### src/rtl/dht_sensor_responder.sv
// ----------------------------------------------------------------------------
// dht_sensor_responder
//
// Emulates a DHT11-class single-wire temperature/humidity sensor. A host start
// pulse (bus held low for at least START_MIN_US) is answered with an 80 us
// low / 80 us high preamble followed by a 40-bit frame:
//   humid_int, humid_dec, temp_int, temp_dec, checksum  (MSB first per byte)
// Each bit is a 50 us low followed by a 26 us (bit 0) or 70 us (bit 1) release.
// The frame closes with a 50 us low, after which the bus is released.
//
// Ports
//   i_clk          system clock
//   i_rst          synchronous active-low reset
//   i_bus          raw single-wire level (external pull-up, asynchronous)
//   o_bus_oe       1 = pull bus low, 0 = release
//   i_humid_int    payload byte 0
//   i_humid_dec    payload byte 1
//   i_temp_int     payload byte 2
//   i_temp_dec     payload byte 3
//   i_csum_err     (DHT_CSUM_ERR_INJ_EN only) invert the transmitted checksum
//   o_busy         high from start acceptance until the end of the frame
//   o_frame_done   one-cycle pulse on clean frame completion
//   o_abort        one-cycle pulse when a collision aborts the frame
//
// Build option
//   DHT_CSUM_ERR_INJ_EN  adds i_csum_err; when it is latched high together
//                        with the payload, the checksum byte goes out inverted.
// ----------------------------------------------------------------------------
module dht_sensor_responder #(
   parameter int CLK_FREQ_HZ   = 50_000_000,
   parameter int START_MIN_US  = 18000,
   parameter int RESP_DELAY_US = 30
) (
   input  logic       i_clk,
   input  logic       i_rst,
   input  logic       i_bus,
   output logic       o_bus_oe,
   input  logic [7:0] i_humid_int,
   input  logic [7:0] i_humid_dec,
   input  logic [7:0] i_temp_int,
   input  logic [7:0] i_temp_dec,
`ifdef DHT_CSUM_ERR_INJ_EN
   input  logic       i_csum_err,
`endif
   output logic       o_busy,
   output logic       o_frame_done,
   output logic       o_abort
);

   // state      | meaning
   // -----------+---------------------------------------------------------
   // IDLE       | bus released, waiting for the host to pull low
   // HOST_LOW   | host holding the bus low, measuring the pulse width
   // HOST_REL   | host released after a valid start, response gap
   // RESP_LOW   | preamble low, 80 us
   // RESP_HIGH  | preamble release, 80 us (collision monitored)
   // BIT_LOW    | bit lead-in low, 50 us
   // BIT_HIGH   | bit release, 26 us (0) or 70 us (1) (collision monitored)
   // END_LOW    | closing low, 50 us, then frame done
   localparam logic [2:0] S_IDLE      = 3'd0;
   localparam logic [2:0] S_HOST_LOW  = 3'd1;
   localparam logic [2:0] S_HOST_REL  = 3'd2;
   localparam logic [2:0] S_RESP_LOW  = 3'd3;
   localparam logic [2:0] S_RESP_HIGH = 3'd4;
   localparam logic [2:0] S_BIT_LOW   = 3'd5;
   localparam logic [2:0] S_BIT_HIGH  = 3'd6;
   localparam logic [2:0] S_END_LOW   = 3'd7;

   localparam int          TICK_DIV   = (CLK_FREQ_HZ / 1_000_000 < 1) ? 1 : CLK_FREQ_HZ / 1_000_000;
   localparam logic [15:0] PRESC_LOAD = 16'(TICK_DIV - 1);
   localparam logic [15:0] START_MIN  = 16'(START_MIN_US);
   localparam logic [15:0] RESP_DELAY = 16'(RESP_DELAY_US);
   localparam logic [15:0] T_RESP     = 16'd80;
   localparam logic [15:0] T_BIT_LOW  = 16'd50;
   localparam logic [15:0] T_ZERO     = 16'd26;
   localparam logic [15:0] T_ONE      = 16'd70;
   localparam logic [15:0] T_END      = 16'd50;
   // release phases ignore the bus for the first 2 us: sync latency plus
   // the pull-up rise after our own low
   localparam logic [15:0] T_MASK     = 16'd2;
   localparam logic [5:0]  LAST_BIT   = 6'd39;

   logic        bus_m;
   logic        bus_s;
   logic [15:0] presc;
   logic        tick;
   logic [15:0] us_cnt;
   logic [2:0]  state;
   logic [2:0]  state_nx;
   logic [15:0] phase_len;
   logic        phase_end;
   logic        in_high;
   logic        low_seen;
   logic        collide;
   logic [39:0] frame_sr;
   logic [5:0]  bit_idx;
   logic [7:0]  csum;
   logic [7:0]  csum_tx;

   always_ff @(posedge i_clk) begin
      if (!i_rst) begin
         bus_m <= 1'b1;
         bus_s <= 1'b1;
      end else begin
         bus_m <= i_bus;
         bus_s <= bus_m;
      end
   end

   // free-running down-counter, tick on terminal count
   always_ff @(posedge i_clk) begin
      if (!i_rst) begin
         presc <= 16'd0;
      end else if (presc == 16'd0) begin
         presc <= PRESC_LOAD;
      end else begin
         presc <= presc - 16'd1;
      end
   end

   assign tick = (presc == 16'd0);

   assign csum = i_humid_int + i_humid_dec + i_temp_int + i_temp_dec;

`ifdef DHT_CSUM_ERR_INJ_EN
   assign csum_tx = csum ^ {8{i_csum_err}};
`else
   assign csum_tx = csum;
`endif

   always_comb begin
      phase_len = T_END;
      case (state)
         S_HOST_REL:              phase_len = RESP_DELAY;
         S_RESP_LOW, S_RESP_HIGH: phase_len = T_RESP;
         S_BIT_LOW:               phase_len = T_BIT_LOW;
         S_BIT_HIGH:              phase_len = frame_sr[39] ? T_ONE : T_ZERO;
         default:                 phase_len = T_END;
      endcase
   end

   // a phase ends on the tick that brings us_cnt up to its length
   assign phase_end = tick && (us_cnt == phase_len - 16'd1);

   assign in_high = (state == S_RESP_HIGH) || (state == S_BIT_HIGH);

   // second consecutive low tick inside the monitored window
   assign collide = tick && in_high && (us_cnt >= T_MASK) && !bus_s && low_seen;

   always_comb begin
      state_nx = state;
      case (state)
         S_IDLE: begin
            if (!bus_s) state_nx = S_HOST_LOW;
         end
         S_HOST_LOW: begin
            if (bus_s) state_nx = (us_cnt >= START_MIN) ? S_HOST_REL : S_IDLE;
         end
         S_HOST_REL: begin
            if (phase_end) state_nx = S_RESP_LOW;
         end
         S_RESP_LOW: begin
            if (phase_end) state_nx = S_RESP_HIGH;
         end
         S_RESP_HIGH: begin
            if (collide)        state_nx = S_HOST_LOW;
            else if (phase_end) state_nx = S_BIT_LOW;
         end
         S_BIT_LOW: begin
            if (phase_end) state_nx = S_BIT_HIGH;
         end
         S_BIT_HIGH: begin
            if (collide)        state_nx = S_HOST_LOW;
            else if (phase_end) state_nx = (bit_idx == LAST_BIT) ? S_END_LOW : S_BIT_LOW;
         end
         S_END_LOW: begin
            if (phase_end) state_nx = S_IDLE;
         end
         default: state_nx = S_IDLE;
      endcase
   end

   always_ff @(posedge i_clk) begin
      if (!i_rst) begin
         state        <= S_IDLE;
         us_cnt       <= 16'd0;
         low_seen     <= 1'b0;
         frame_sr     <= 40'd0;
         bit_idx      <= 6'd0;
         o_bus_oe     <= 1'b0;
         o_busy       <= 1'b0;
         o_frame_done <= 1'b0;
         o_abort      <= 1'b0;
      end else begin
         state <= state_nx;

         if (state_nx != state) begin
            us_cnt   <= 16'd0;
            low_seen <= 1'b0;
         end else begin
            // saturate so a very long host low cannot wrap below START_MIN
            if (tick && (us_cnt != 16'hFFFF)) us_cnt <= us_cnt + 16'd1;
            if (tick && in_high && (us_cnt >= T_MASK)) low_seen <= !bus_s;
         end

         if ((state == S_HOST_REL) && (state_nx == S_RESP_LOW)) begin
            frame_sr <= {i_humid_int, i_humid_dec, i_temp_int, i_temp_dec, csum_tx};
            bit_idx  <= 6'd0;
         end else if ((state == S_BIT_HIGH) && (state_nx == S_BIT_LOW)) begin
            frame_sr <= {frame_sr[38:0], 1'b0};
            bit_idx  <= bit_idx + 6'd1;
         end else if ((state_nx == S_IDLE) || (state_nx == S_HOST_LOW)) begin
            bit_idx  <= 6'd0;
         end

         // outputs follow the next state so they switch with the state register
         o_bus_oe     <= (state_nx == S_RESP_LOW) || (state_nx == S_BIT_LOW) ||
                         (state_nx == S_END_LOW);
         o_busy       <= !((state_nx == S_IDLE) || (state_nx == S_HOST_LOW));
         o_frame_done <= (state == S_END_LOW) && (state_nx == S_IDLE);
         o_abort      <= collide;
      end
   end

endmodule

### config.mk
export PLATFORM = sky130hd
export DESIGN_NAME = dht_sensor_responder
export DESIGN_NICKNAME = d
export VERILOG_FILES = /design/src/rtl/dht_sensor_responder.sv
export SDC_FILE = /design/constraint.sdc
export NUM_CORES = 1
export LEC_CHECK = 0
export ABC_AREA = 1
export ABC_CLOCK_PERIOD_IN_PS = 4500
export CELL_PAD_IN_SITES_DETAIL_PLACEMENT = 1
export CELL_PAD_IN_SITES_GLOBAL_PLACEMENT = 2
export CORE_AREA = 10 10 138 140
export CTS_CLUSTER_DIAMETER = 40
export CTS_CLUSTER_SIZE = 20
export DETAILED_ROUTE_END_ITERATION = 8
export DIE_AREA = 0 0 148 150
export PLACE_DENSITY_LB_ADDON = 0.1
export SYNTH_ARGS = -nofsm -noshare
export SYNTH_HDL_FRONTEND = slang
export SYNTH_SLANG_ARGS = --single-unit
### constraint.sdc
create_clock -name i_clk -period 4.5 [get_ports i_clk]
set_input_delay 1.125 -clock i_clk [delete_from_list [all_inputs] [get_ports i_clk]]
set_output_delay 1.125 -clock i_clk [all_outputs]
set_load 0.02 [all_outputs]
==> results.toml, run 1 <==
[global_route]
grt_max_degree = 83
grt_antenna_before_repair = 0
grt_pass1_wl_mm = 26.9
grt_pass1_vias = 5262
overflow = 0
grt_usage_pct = 14.7

[setup_path]
cp-end-kind = "register"
worstSetupPathType = "in2reg"
cp.required_ns = 4.77
cp-endpoint = "frame_sr[7]"
reg2reg_to = "frame_sr[5]"
worstPathMaxFanout = 2
r2r_setup_slack_ns = 1.00
arrival_ns = 4.47
worstReg2RegStart = "state[0]"
crit_start = "i_humid_int[1]"
reg2reg_depth = 17
cp-start-kind = "input port"

[clock_tree]
cts-htree-levels = 3
holdBufCountCts = 0
clock_path_buffers = 2
cts_tree = "built"
cts_buffers = 9
clk_latency_ns = 0.34
clock-root-buffer = "clkbuf_16"
post_cts_buffers = 0
post_cts_resized = 0
clock-sinks = 88
clk_pin_slew_ns = 0.07

[final_layout]
finish.instance_area_um2 = 6140
num_antenna_cells = 0
final_cells = 1035
mostFrequentLayoutCell = "nand2_1"
drive_above_1_share_pct = 6.63
area_growth_pct = 15.9
fin_nets = 873
fillers = 2157
final_cell_mix = "nand2_1, dfxtp_1, nor2_1, nand3_1"

[detailed_routing]
avgViaCountPerCell = 4.86
postRouteAntennaNets = 0
wl_per_cell_um = 15.4
dr_total_vias = 5031
drt_iter0_markers = 289
drcViolationCount = 0
drt_pass1_iterations = 4
wl_mm = 16.0

[synthesis]
syn-num-nets = 848
syn_avg_cell_area_um2 = 6.74
synth_cell_type_count = 42
seq_area_frac_synth_pct = 33.2
syn_area_um2 = 5300
syn_inst = 786
synth_edf_count = 0
yosysWarningCount = 0
async_reset_ff_share_pct = 0
synth_flop_cell = "dfxtp_1"
ys_ff_latch = 88

[power_and_ir_drop]
ir_drop_mv = 0.191
p_leak_uw = 0.00248
p_int_uw = 1530
p_sw_share_pct = 33.2
p_seq_share_pct = 39.1
p_comb_share_pct = 27.2
powerDensity_nw_per_um2 = 373
p_switching_uw = 759
pwr-share-clk_pct = 33.7

[timing]
hold_viol_final = 0
grt_setup_unrepaired = "false"
min_period_over_period_pct = 93.2
whs_ns = 0.403
finalSetupViolations = 0
slew_headroom_pct = 41.1
slew_viol_final = 0
fmax_mhz = 238
finClkSkew_ns = 0.0102
worst_slew_pin_slew_ns = 0.881
fin_crit_ns = 4.19

[die]
die_w_um = 148
start_util_pct = 32.4
num_rows = 47
io_pins = 39
die_y_um = 150
core_um2 = 16300
fp.dieArea_um2 = 22200

[min_path]
min_path_type = "reg2reg"
hold_path_depth = 1

[job]
cap_viol_max_count = 0

[place]
dp.cells = 1020
globalplace.congestion = 0.829
dp_hpwl_mm = 12.0
post_dp_cell_area_um2 = 5840
io_buffers = 38

[outcome]
status = "finished, final reports clean"
worst max-delay path: stages:
cell             delay, ns
clkdlybuf4s50_1       0.50
fa_1                  0.54
fa_1                  0.52
ha_1                  0.17
inv_1                 0.07
fa_1                  0.39
nand3b_1              0.17
nand2_1               0.10
inv_1                 0.07
o21ai_0               0.20
a21oi_1               0.11
xnor3_1               0.17
o21ai_0               0.15
nand2_1               0.08
a21oi_1               0.13
synth_stat cells (all sizes together) (2+ instances only):
cell type	n	share of area, %
inv	68	4.9
nor4	5	0.59
fa	14	5.3
nor3	9	0.94
o21bai	2	0.57
xnor2	10	1.7
nand2	257	18
dfxtp	88	33
a21oi	75	7.8
nand3	81	8.1
nand4	8	1.1
ha	13	3.1
buf	17	2.0
o21ai	22	2.1
or2	5	0.59
clkinv	3	0.21
xor2	7	1.2
o21a	2	0.28
clkbuf	12	0.85
nor2	79	5.8
routing by layer:
layer  track usage, %  wire (um)  vias to the layer above
li1                 -          -                     2569
met1             19.8       7980                     2421
met2             24.0       7560                       34
met3             2.60        351                        7
met4             3.27         90                        0
met5                0          0                        -
metrics by stage:
| step | utilization, % | setup TNS [ns] | power, uW | setup WS, ns |
|---|---|---|---|---|
| 6_report | 37.6 | 0 | 2290 | 0.306 |
| 5_1_grt | 37.6 | 0 | 2450 | 0.127 |
| 4_1_cts | 37.6 | 0 | 2330 | 0.350 |
| 3_5_place_dp | 35.7 | -0.0302 | 1540 | -0.0302 |
| 3_3_place_gp | 35.7 | 0 | 1510 | 0.0970 |
| 2_1_floorplan | - | 0 | 1350 | 0.782 |
registers in the layout, indices dropped and copies added (netlist names):
signal,cells
low_seen,1
o_abort,1
bus_m,1
o_busy,1
bus_s,1
presc,16
o_bus_oe,1
state,3
frame_sr,40
o_frame_done,1
us_cnt,16
bit_idx,6
power groups by stage:
stage                     Sequential [uW]  Clock [uW]  Combinational (uW)
after floorplan                       898           0                 449
after global placement                908           0                 602
after detailed placement              912           0                 628
after CTS                             896         796                 635
after global routing                  906         827                 716
final                                 894         771                 622
worst min path at each step:
stage / from / endpoint / slack [ns]
floorplan: bus_m / bus_s / 0.39
detailed placement: bus_m / bus_s / 0.40
CTS: bus_m / bus_s / 0.41
global route: bus_m / bus_s / 0.43
global placement: bus_m / bus_s / 0.40
finish: bus_m / bus_s / 0.40
cell type report:
cell class	instances	area [um2]	area share (%)
multi-input cells	598	3120	50.8
clock buffers	10	239	3.89
clock inverters	5	57.6	0.937
repair buffers	43	418	6.81
inverters	71	269	4.38
flip-flops and latches	88	1760	28.7
well taps	220	275	4.48
kinds of logic after synthesis:
group | share of synthesized area, %
AND/OR/NAND/NOR | 36.0
AO/OA/AOI/OAI | 11.2
buffers and inverters | 7.91
flip-flops | 33.2
adder cells (fa/ha/maj) | 8.36
XOR/XNOR | 3.23
other | 0.0708
(Power assumes the default switching activity.)
==> inputs of run 2 (changes only) <==
Settings changed: SKIP_CTS_REPAIR_TIMING set to 1.
==> results of run 2 <==
Final layout, timing and power as in run 1 (identical DEF).
